==> src/rtl/alu_pkg.sv <==
// Shared constants for the pipelined ALU: opcodes, flag bit positions, FSM encoding.
package alu_pkg;

  // Opcode values (compared against the OPW-bit op port after a width cast)
  localparam int unsigned OP_NOT = 0;
  localparam int unsigned OP_ADD = 1;
  localparam int unsigned OP_SUB = 2;
  localparam int unsigned OP_MUL = 3;
  localparam int unsigned OP_DIV = 4;
  localparam int unsigned OP_AND = 5;
  localparam int unsigned OP_OR  = 6;
  localparam int unsigned OP_XOR = 7;

  // Bit positions inside the 8-bit flag register
  localparam int unsigned FLG_C   = 0;
  localparam int unsigned FLG_P   = 1;
  localparam int unsigned FLG_AC  = 2;
  localparam int unsigned FLG_Z   = 3;
  localparam int unsigned FLG_S   = 4;
  localparam int unsigned FLG_V   = 5;
  localparam int unsigned FLG_ILL = 6;
  localparam int unsigned FLG_DZ  = 7;

  // FSM state encoding
  localparam logic [0:0] ST_IDLE = 1'b0;
  localparam logic [0:0] ST_BUSY = 1'b1;

endpackage

==> src/rtl/alu_muldiv_iter.sv <==
// Iterative unsigned multiply (shift-add) / restoring divide sharing one
// shift register pair and one adder/subtractor. WIDTH iterations after start;
// done pulses for one cycle once the result is final.
module alu_muldiv_iter #(
  parameter int unsigned WIDTH = 8
) (
  input  logic                 clk,
  input  logic                 rst,
  input  logic                 start,
  input  logic                 mode,
  input  logic [WIDTH-1:0]     a,
  input  logic [WIDTH-1:0]     b,
  output logic                 done,
  output logic [2*WIDTH-1:0]   result
);

  localparam int unsigned CW = $clog2(WIDTH + 1);

  logic [WIDTH-1:0] hi, lo, m;
  logic [WIDTH-1:0] hi_n, lo_n;
  logic             div_q;
  logic             busy;
  logic [CW-1:0]    cnt;
  logic [WIDTH:0]   opnd_x, opnd_y, addsub;
  logic             ge;

  // One iteration step: add (mul) or trial-subtract (div) on the shared adder
  always_comb begin
    hi_n   = hi;
    lo_n   = lo;
    ge     = 1'b0;
    opnd_x = div_q ? {hi, lo[WIDTH-1]} : {1'b0, hi};
    opnd_y = div_q ? ~{1'b0, m} : (lo[0] ? {1'b0, m} : '0);
    addsub = opnd_x + opnd_y + (WIDTH+1)'(div_q);
    if (div_q) begin
      ge   = ~addsub[WIDTH];
      hi_n = ge ? addsub[WIDTH-1:0] : opnd_x[WIDTH-1:0];
      lo_n = {lo[WIDTH-2:0], ge};
    end else begin
      hi_n = addsub[WIDTH:1];
      lo_n = {addsub[0], lo[WIDTH-1:1]};
    end
  end

  // Operand latch, iteration counter and done pulse
  always_ff @(posedge clk) begin
    if (rst) begin
      hi    <= '0;
      lo    <= '0;
      m     <= '0;
      div_q <= 1'b0;
      busy  <= 1'b0;
      cnt   <= '0;
      done  <= 1'b0;
    end else begin
      done <= 1'b0;
      if (start) begin
        hi    <= '0;
        lo    <= a;
        m     <= b;
        div_q <= mode;
        cnt   <= CW'(WIDTH);
        busy  <= 1'b1;
      end else if (busy) begin
        hi  <= hi_n;
        lo  <= lo_n;
        cnt <= cnt - CW'(1);
        if (cnt == CW'(1)) begin
          busy <= 1'b0;
          done <= 1'b1;
        end
      end
    end
  end

  // Product is {hi,lo}; division leaves quotient in lo and remainder in hi
  assign result = div_q ? {lo, hi} : {hi, lo};

endmodule

==> src/rtl/alu_seq_param.sv <==
// Pipelined WIDTH-bit ALU with valid/ready handshakes. Logic ops, add and sub
// finish in one cycle; MUL/DIV run on the iterative engine.
module alu_seq_param
  import alu_pkg::*;
#(
  parameter int unsigned WIDTH = 8,
  parameter int unsigned OPW   = 4
) (
  input  logic                 clk,
  input  logic                 rst,
  input  logic                 in_valid,
  output logic                 in_ready,
  input  logic [OPW-1:0]       op,
  input  logic [WIDTH-1:0]     a,
  input  logic [WIDTH-1:0]     b,
  output logic                 out_valid,
  input  logic                 out_ready,
  output logic [2*WIDTH-1:0]   out,
  output logic [7:0]           flag
);

  localparam int unsigned RW = 2 * WIDTH;

  logic [0:0]       state, state_n;
  logic [RW-1:0]    out_n, sc_out, md_result;
  logic [7:0]       flag_n, sc_flag, md_flag;
  logic             out_valid_n, md_div, md_div_n;
  logic             accept, is_muldiv, md_start, md_done, lo_zp;
  logic [WIDTH:0]   add_full;
  logic [4:0]       add_nib;
  logic [WIDTH-1:0] sub_res, lo_res;

  assign in_ready = !rst && (state == ST_IDLE) && (!out_valid || out_ready);
  assign accept   = in_valid && in_ready;
  assign md_start = accept && is_muldiv;

  alu_muldiv_iter #(.WIDTH(WIDTH)) u_muldiv (
    .clk    (clk),
    .rst    (rst),
    .start  (md_start),
    .mode   (op == OPW'(OP_DIV)),
    .a      (a),
    .b      (b),
    .done   (md_done),
    .result (md_result)
  );

  // Single-cycle result and flags, plus MUL/DIV dispatch decode
  always_comb begin
    sc_out    = '0;
    sc_flag   = '0;
    lo_res    = '0;
    lo_zp     = 1'b0;
    is_muldiv = 1'b0;
    add_full  = {1'b0, a} + {1'b0, b};
    add_nib   = {1'b0, a[3:0]} + {1'b0, b[3:0]};
    sub_res   = a - b;
    case (op)
      OPW'(OP_NOT): begin
        sc_out         = {~a, ~b};
        sc_flag[FLG_Z] = (sc_out == '0);
        sc_flag[FLG_P] = ~^sc_out;
      end
      OPW'(OP_ADD): begin
        lo_res          = add_full[WIDTH-1:0];
        lo_zp           = 1'b1;
        sc_flag[FLG_C]  = add_full[WIDTH];
        sc_flag[FLG_AC] = add_nib[4];
        sc_flag[FLG_S]  = lo_res[WIDTH-1];
        sc_flag[FLG_V]  = (a[WIDTH-1] == b[WIDTH-1]) && (lo_res[WIDTH-1] != a[WIDTH-1]);
      end
      OPW'(OP_SUB): begin
        lo_res          = sub_res;
        lo_zp           = 1'b1;
        sc_flag[FLG_C]  = (a < b);
        sc_flag[FLG_AC] = (a[3:0] < b[3:0]);
        sc_flag[FLG_S]  = lo_res[WIDTH-1];
        sc_flag[FLG_V]  = (a[WIDTH-1] != b[WIDTH-1]) && (lo_res[WIDTH-1] != a[WIDTH-1]);
      end
      OPW'(OP_MUL): is_muldiv = 1'b1;
      OPW'(OP_DIV): begin
        if (b == '0) begin
          sc_out          = {{WIDTH{1'b1}}, a};
          sc_flag[FLG_DZ] = 1'b1;
        end else begin
          is_muldiv = 1'b1;
        end
      end
      OPW'(OP_AND): begin lo_res = a & b; lo_zp = 1'b1; end
      OPW'(OP_OR):  begin lo_res = a | b; lo_zp = 1'b1; end
      OPW'(OP_XOR): begin lo_res = a ^ b; lo_zp = 1'b1; end
      default: sc_flag[FLG_ILL] = 1'b1;
    endcase
    if (lo_zp) begin
      sc_out         = {{WIDTH{1'b0}}, lo_res};
      sc_flag[FLG_Z] = (lo_res == '0);
      sc_flag[FLG_P] = ~^lo_res;
    end
  end

  // Flags for the engine result, selected by the latched mode
  always_comb begin
    md_flag = '0;
    md_flag[FLG_P] = ~^md_result;
    if (md_div) begin
      md_flag[FLG_Z] = (md_result[RW-1:WIDTH] == '0);
    end else begin
      md_flag[FLG_C] = |md_result[RW-1:WIDTH];
      md_flag[FLG_S] = md_result[RW-1];
      md_flag[FLG_Z] = (md_result == '0);
    end
  end

  // Next-state and output-register loading
  always_comb begin
    state_n     = state;
    out_n       = out;
    flag_n      = flag;
    out_valid_n = out_valid;
    md_div_n    = md_div;
    if (out_valid && out_ready) out_valid_n = 1'b0;
    case (state)
      ST_IDLE: begin
        if (accept) begin
          if (is_muldiv) begin
            state_n  = ST_BUSY;
            md_div_n = (op == OPW'(OP_DIV));
          end else begin
            out_n       = sc_out;
            flag_n      = sc_flag;
            out_valid_n = 1'b1;
          end
        end
      end
      ST_BUSY: begin
        if (md_done) begin
          out_n       = md_result;
          flag_n      = md_flag;
          out_valid_n = 1'b1;
          state_n     = ST_IDLE;
        end
      end
      default: state_n = ST_IDLE;
    endcase
  end

  // State and output registers
  always_ff @(posedge clk) begin
    if (rst) begin
      state     <= ST_IDLE;
      out       <= '0;
      flag      <= '0;
      out_valid <= 1'b0;
      md_div    <= 1'b0;
    end else begin
      state     <= state_n;
      out       <= out_n;
      flag      <= flag_n;
      out_valid <= out_valid_n;
      md_div    <= md_div_n;
    end
  end

endmodule

==> config.mk <==
export PLATFORM = sky130hd
export DESIGN_NAME = alu_seq_param
export DESIGN_NICKNAME = d
export VERILOG_FILES = /design/src/rtl/alu_pkg.sv /design/src/rtl/alu_muldiv_iter.sv /design/src/rtl/alu_seq_param.sv
export SDC_FILE = /design/constraint.sdc
export NUM_CORES = 1
export LEC_CHECK = 0
export CAP_MARGIN = 20
export CORE_MARGIN = 10
export CORE_UTILIZATION = 60
export CTS_CLUSTER_DIAMETER = 200
export DETAILED_ROUTE_END_ITERATION = 8
export PLACE_DENSITY = 0.83
export SYNTH_ARGS = -nofsm -noshare
export SYNTH_HDL_FRONTEND = slang
export SYNTH_SLANG_ARGS = --single-unit
==> constraint.sdc <==
create_clock -name clk -period 7.25 [get_ports clk]
set_clock_uncertainty 0.05 [all_clocks]
set_input_delay 0.725 -clock clk [delete_from_list [all_inputs] [get_ports clk]]
set_output_delay 0.725 -clock clk [all_outputs]
set_load 0.05 [all_outputs]
## Word-level counts from Yosys, hierarchy flattened

Index checks and enable logic that the tools add are counted.

- Register bits: 58
- Input port bits: 24
- Output and inout bits: 26
- Logic and storage cells: 124

- Add/sub/neg operators: 6
- Magnitude comparators: 2
- Eq/ne operators: 15
- Multiplexer cells: 52
- Bitwise gates (word level): 9
- Reduce and logical (&&, ||, !) cells: 27

Operators by type and width:

| cell | count |
|---|---|
| two-way mux 16 bit | 6 |
| two-way mux 8 bit | 9 |
| one-hot mux 16 bit (2 select lines) | 2 |
| one-hot mux 8 bit (5 select lines) | 1 |
| zero test 16 bit | 2 |
| XNOR reduction 16 bit | 2 |
| zero test 8 bit | 3 |
| two-way mux 1 bit | 23 |
| two-way mux 9 bit | 2 |
| equality test 4 x 3 -> 1 bit, second input constant | 4 |
| NOT 8 bit | 2 |
| one-hot mux 8 bit (2 select lines) | 1 |
| OR reduction 8 bit | 2 |
| one-hot mux 1 bit (2 select lines) | 5 |
| adder 8 x 8 -> 9 bit | 1 |
| adder 9 x 1 -> 9 bit | 1 |
| adder 9 bit | 1 |
| NOT 8 -> 9 bit | 1 |
| bitwise AND 8 bit | 1 |
| equality test 4 x 1 -> 1 bit, second input constant | 2 |
| equality test 4 x 2 -> 1 bit, second input constant | 2 |
| less-than comparator 8 bit | 1 |
| two-way mux 4 bit | 2 |
| OR 8 bit | 1 |
| other kinds (21) | 34 |

## Depth between registers and ports, before layout

- Word-level depth: 8
- Gate-level depth with buffers: 16

## Hierarchy

From an unflattened synthesis, not the netlist that was laid out.

- Cell total of the unflattened synthesis: 717
- Area total of the unflattened synthesis: 5412.7 um^2

By module, submodules not included:

| module | instances | cells each | area an instance (um^2) | sequential area each (um^2) |
|---|---|---|---|---|
| alu_seq_param | 1 | 438 | 3365.7 | 540.5 |
| alu_muldiv_iter | 1 | 279 | 2047.0 | 620.6 |

## Least setup slack after synthesis

OpenSTA, ideal clock, no wires.

- Kind: register -> register
- Start point: reg u_muldiv.div_q
- End point: reg u_muldiv.hi[4]
- Arrival: 3877 ps
- Data required time: 7072 ps
- Setup slack: 3195 ps
- Stages on the path, launching flop included: 15
- Path buffers: 4
- Path through: dfxtp_1 -> clkbuf_1 -> buf_1 -> clkbuf_1 -> buf_2 -> mux2i_1 -> fa_1 -> fa_1 -> nor2b_1 -> o311ai_1 -> a2bb2oi_2 -> xor2_4 -> mux2_2 -> o211ai_1 -> a21oi_1

- Cells in the longest elaborated chain, start to end: 5

RTL lines:

| item | line | text |
|---|---|---|
| start, declared | alu_muldiv_iter.sv:21 | `logic div_q;` |
| start signal, assigned | alu_muldiv_iter.sv:61 | `div_q <= mode;` |
| two-way mux 9 bit (on tied branches) | alu_muldiv_iter.sv:32, alu_muldiv_iter.sv:33 |  |
| adder 9 bit | alu_muldiv_iter.sv:34 | `addsub = opnd_x + opnd_y + (WIDTH+1)'(div_q);` |
| adder 9 x 1 -> 9 bit | alu_muldiv_iter.sv:34 |  |
| two-way mux 8 bit | alu_muldiv_iter.sv:37 | `hi_n = ge ? addsub[WIDTH-1:0] : opnd_x[WIDTH-1:0];` |
| two-way mux 8 bit (*) | alu_muldiv_iter.sv:35 | `if (div_q) begin` |
| end signal, assigned | alu_muldiv_iter.sv:65 | `hi <= hi_n;` |
| end, declared | alu_muldiv_iter.sv:19 | `logic [WIDTH-1:0] hi, lo, m;` |

Every way passes the cells marked *; elsewhere a longest branch is shown, timed or not.
A chain may end at the register's enable or synchronous reset.

## Final worst setup path

- Start point: in a[1]
- End point: reg flag[1]

- Cells in the longest elaborated chain, start to end: 7

RTL lines:

| item | line | text |
|---|---|---|
| start, declared | alu_seq_param.sv:14 | `input logic [WIDTH-1:0] a,` |
| subtractor 8 bit, or another cell as far along | alu_seq_param.sv:57 | `sub_res = a - b;` |
| one-hot mux 8 bit (5 select lines) or XNOR reduction 16 bit (tied branches) | alu_seq_param.sv:58, alu_seq_param.sv:62 |  |
| XNOR reduction 8 bit or two-way mux 1 bit (tied branches) | alu_seq_param.sv:97, alu_seq_param.sv:58 |  |
| two-way mux 1 bit (*) | alu_seq_param.sv:94 | `if (lo_zp) begin` |
| two-way mux 8 bit (*) | alu_seq_param.sv:125 | `if (is_muldiv) begin` |
| two-way mux 8 bit (*) | alu_seq_param.sv:124 | `if (accept) begin` |
| one-hot mux 8 bit (2 select lines) (*) | alu_seq_param.sv:122 | `case (state)` |
| end signal, assigned | alu_seq_param.sv:158 | `flag <= flag_n;` |
| end, declared | alu_seq_param.sv:19 | `output logic [7:0] flag` |

Every way passes the cells marked *; elsewhere a longest branch is shown, timed or not. The select of a mux whose other input is x is not followed.

==> results by group <==
Status
  • Outcome: complete, no violations

Setup path
  • Crit end category: flip-flop
  • Worst Path Max Fanout: 7
  • CP Class: in2reg
  • CP startpoint kind: input port
  • FF-to-FF path depth: 12
  • R2R Path Start: u_muldiv.div_q
  • CP required: 7420 ps
  • Arrival time worst endpoint: 4700 ps
  • R2r endpoint: u_muldiv.hi[4]
  • R2r setup slk: 3190 ps

Yosys
  • Fraction of the mapped netlist area in compound gates: 28.0%
  • Sequential fraction of the synthesis area: 22.3%
  • Average cell area after synthesis: 7.69 µm²
  • Mapped cell area: 5210 µm²
  • Primary FF master, synth: dfxtp_1
  • Synth warn: 0
  • Syn_nets: 763
  • Largest family of logic cells by synthesized area: compound AO/OA/AOI/OAI gates
  • Flops & latches, synth: 58
  • Synth async-reset ratio: 0%
  • Post-Synth Simple-Gate Area: 17.6%
  • Cell variety after synth: 64
  • Mapped Cells: 677
  • Multiplexer share of the synthesized area: 5.74%
  • Number of synthesized flops with an enable pin: 0
  • Xor/xnor share of the synthesized area: 4.56%
  • Synth Area in Adders: 15.5%

Route
  • WL/cell: 19.8 µm
  • Remaining DRCs: 0
  • Routed vias/inst: 6.57
  • Final wirelength: 16100 µm
  • DRT iter0 DRCs: 575
  • Drt pass-1 iters: 5
  • Via Count: 5341
  • Antenna Violating Nets Remaining: 0

Clocking
  • H-tree depth: 3
  • CTS buffer count: 9
  • Skew-Pair Late Insertion Delay: 350 ps
  • Clk slew on worst S/H paths: 80 ps
  • Hold_buf cts: 0
  • Clock Sinks: 58
  • CTS max path bufs: 2
  • Root buf cell: clkbuf_8
  • CTS tree: built
  • Postcts setup bufs: 0
  • Post-CTS sizing: 0

Global routing
  • GR Util All Layers: 24.0%
  • Pin count of the biggest net entering global routing: 57
  • First-pass GRT wire length: 25600 µm
  • Antenna violations before repair: 0
  • Vias in the first global route: 4896
  • Global route overflow: 0

Floorplan
  • # rows: 33
  • Core footprint: 8340 µm²
  • Io pins: 50
  • Chip width: 113 µm
  • Die area: 12800 µm²
  • Effective utilization at floorplan: 62.5%
  • Die H: 113 µm

Timing
  • Slew margin rel.: 35.4%
  • Final setup margin: 2730 ps
  • Fin crit period: 4520 ps
  • Post-route setup TNS: 0 ps
  • Final setup viols: 0
  • Pins Over Slew Limit: 0
  • Final number of hold-violating endpoints: 0
  • Hold slack: 402 ps
  • Fin crit share: 62.4%
  • Unrepaired setup endpoints after global routing: no
  • Fmax: 221 MHz
  • Worst Tran Pin Value: 961 ps

Power and ir drop
  • Sequential power share: 36.1%
  • Combinational share of power: 26.9%
  • Clock share of power: 37.0%
  • Switching Fraction: 33.0%
  • Power Density: 156 nW/µm²
  • Sw Pwr: 0.306 mW
  • Pleak: 2.26 nW
  • Peak VDD IR: 0.109 mV
  • Cell-internal power: 0.621 mW

Flow run
  • Maxcap violations: 0

Place
  • Gpl congestion: 0.964
  • Placed cell count: 796
  • DP Area: 5700 µm²
  • Dpl ws: 2430 ps
  • Dpl hpwl: 12200 µm
  • Buffers on Ports: 49

Final layout
  • Design area: 5950 µm²
  • Share of cells above drive strength 1: 7.20%
  • Fillcell total: 692
  • Final nets: 789
  • Non-filler cells, final: 813
  • Most frequent cells in the layout: a21oi_1 (80), nor2_1 (77), ha_1 (58), dfxtp_1 (57), clkdlybuf4s50_1 (49)
  • Layout area overhead: 14.2%
  • Antenna Cells: 0
  • Commonest non-fill, non-tap cell in the layout: a21oi_1

Worst hold path
  • Hold path depth: 2
  • Worst hold start: flag[2]
  • Worst hold endpoint: flag[2]
  • Hold/Removal Path Class: reg2reg
[synthesized netlist by cell type, drive strengths merged (3+ instances only)]
library cell,n,share of area (%)
a211oi,33,5.0
a21o,5,0.72
a21oi,82,8.0
a221o,6,1.2
a221oi,7,1.2
a22oi,9,1.3
a311oi,4,0.67
a31oi,7,0.84
and2,4,0.48
and3,3,0.36
buf,21,2.1
clkbuf,21,1.5
dfxtp,58,22
fa,4,1.5
ha,58,14
inv,38,2.7
mux2,7,1.5
mux2i,22,4.2
nand2,47,3.4
nand2b,4,0.48
nand3,4,0.38
nand3b,4,0.58
nand4,5,0.60
nor2,78,5.6
nor2b,16,1.9
nor3,16,1.5
nor4,7,0.96
o211ai,3,0.43
o21ai,42,4.0
o311ai,4,0.67
or2,5,0.60
xnor2,17,2.9
xor2,8,1.7
[flip-flops by register name, summed over array words and instances (netlist names)]
| register | count |
|---|---|
| out_valid | 1 |
| state | 1 |
| md_div | 1 |
| u_muldiv.m | 8 |
| out | 16 |
| flag | 8 |
| u_muldiv.div_q | 1 |
| u_muldiv.cnt | 4 |
| u_muldiv.lo | 8 |
| u_muldiv.busy | 1 |
| u_muldiv.hi | 8 |
| u_muldiv.done | 1 |
[power groups by stage]
| stage | sequential, mW | clock [mW] | combinational, mW |
|---|---|---|---|
| final | 0.334 | 0.343 | 0.249 |
| after global routing | 0.335 | 0.357 | 0.269 |
| after CTS | 0.335 | 0.343 | 0.242 |
| after detailed placement | 0.342 | 0 | 0.240 |
| after global placement | 0.342 | 0 | 0.237 |
| after floorplan | 0.355 | 0 | 0.157 |
[critical path, cell delays in order]
cell and delay, ps:
clkdlybuf4s50_1 650, inv_1 150, ha_1 370, o21ba_2 240, or4_4 440, a211oi_2 270, a211oi_2 110, a221o_1 380
a21oi_2 200, ha_1 270, xor2_1 170, xnor2_1 130, a221oi_1 300, a211oi_1 80, a21oi_1 150, nor2_1 50
[logic make-up after synthesis]
group | Yosys count
AOI/OAI and AO/OA | 226
and+or+nand+nor | 197
buffers and inverters | 80
adders and majority gates | 62
DFF | 58
muxes | 29
xor gates and xnor gates | 25
[final cells by class]
type | instances | area [µm²] | share of cell area [%]
flip-flops and latches | 58 | 1160 | 19.5
inverters | 38 | 143 | 2.40
clock inverters | 7 | 101 | 1.70
well taps | 105 | 131 | 2.21
multi-input cells | 539 | 3720 | 62.5
clock buffers | 9 | 124 | 2.08
repair buffers | 57 | 571 | 9.59
[stage by stage]
step                      total power [mW]  util [%]
after global routing                 0.961      71.3
after global placement               0.578      68.3
final                                0.926      71.3
after floorplan                      0.512         -
after detailed placement             0.582      68.3
after CTS                            0.920      71.0
[worst max path at each step]
stage	from	endpoint	slack, ps	cells past startpoint
finish	a[1]	flag[1]	2730	16
global placement	a[1]	flag[1]	2530	16
detailed placement	a[1]	flag[1]	2430	16
CTS	a[1]	flag[1]	2780	16
global route	a[4]	flag[1]	2600	16
floorplan	u_muldiv.div_q	u_muldiv.hi[4]	3200	14
[per-layer routing]
layer  wire length [µm]  up-vias  track usage, %
met5                  0        -               0
met1               6630     2509            30.5
met4                524        0            8.97
met3               1570       43            6.60
met2               7360      297            37.7
li1                   -     2492               -
(Power assumes the default switching activity.)
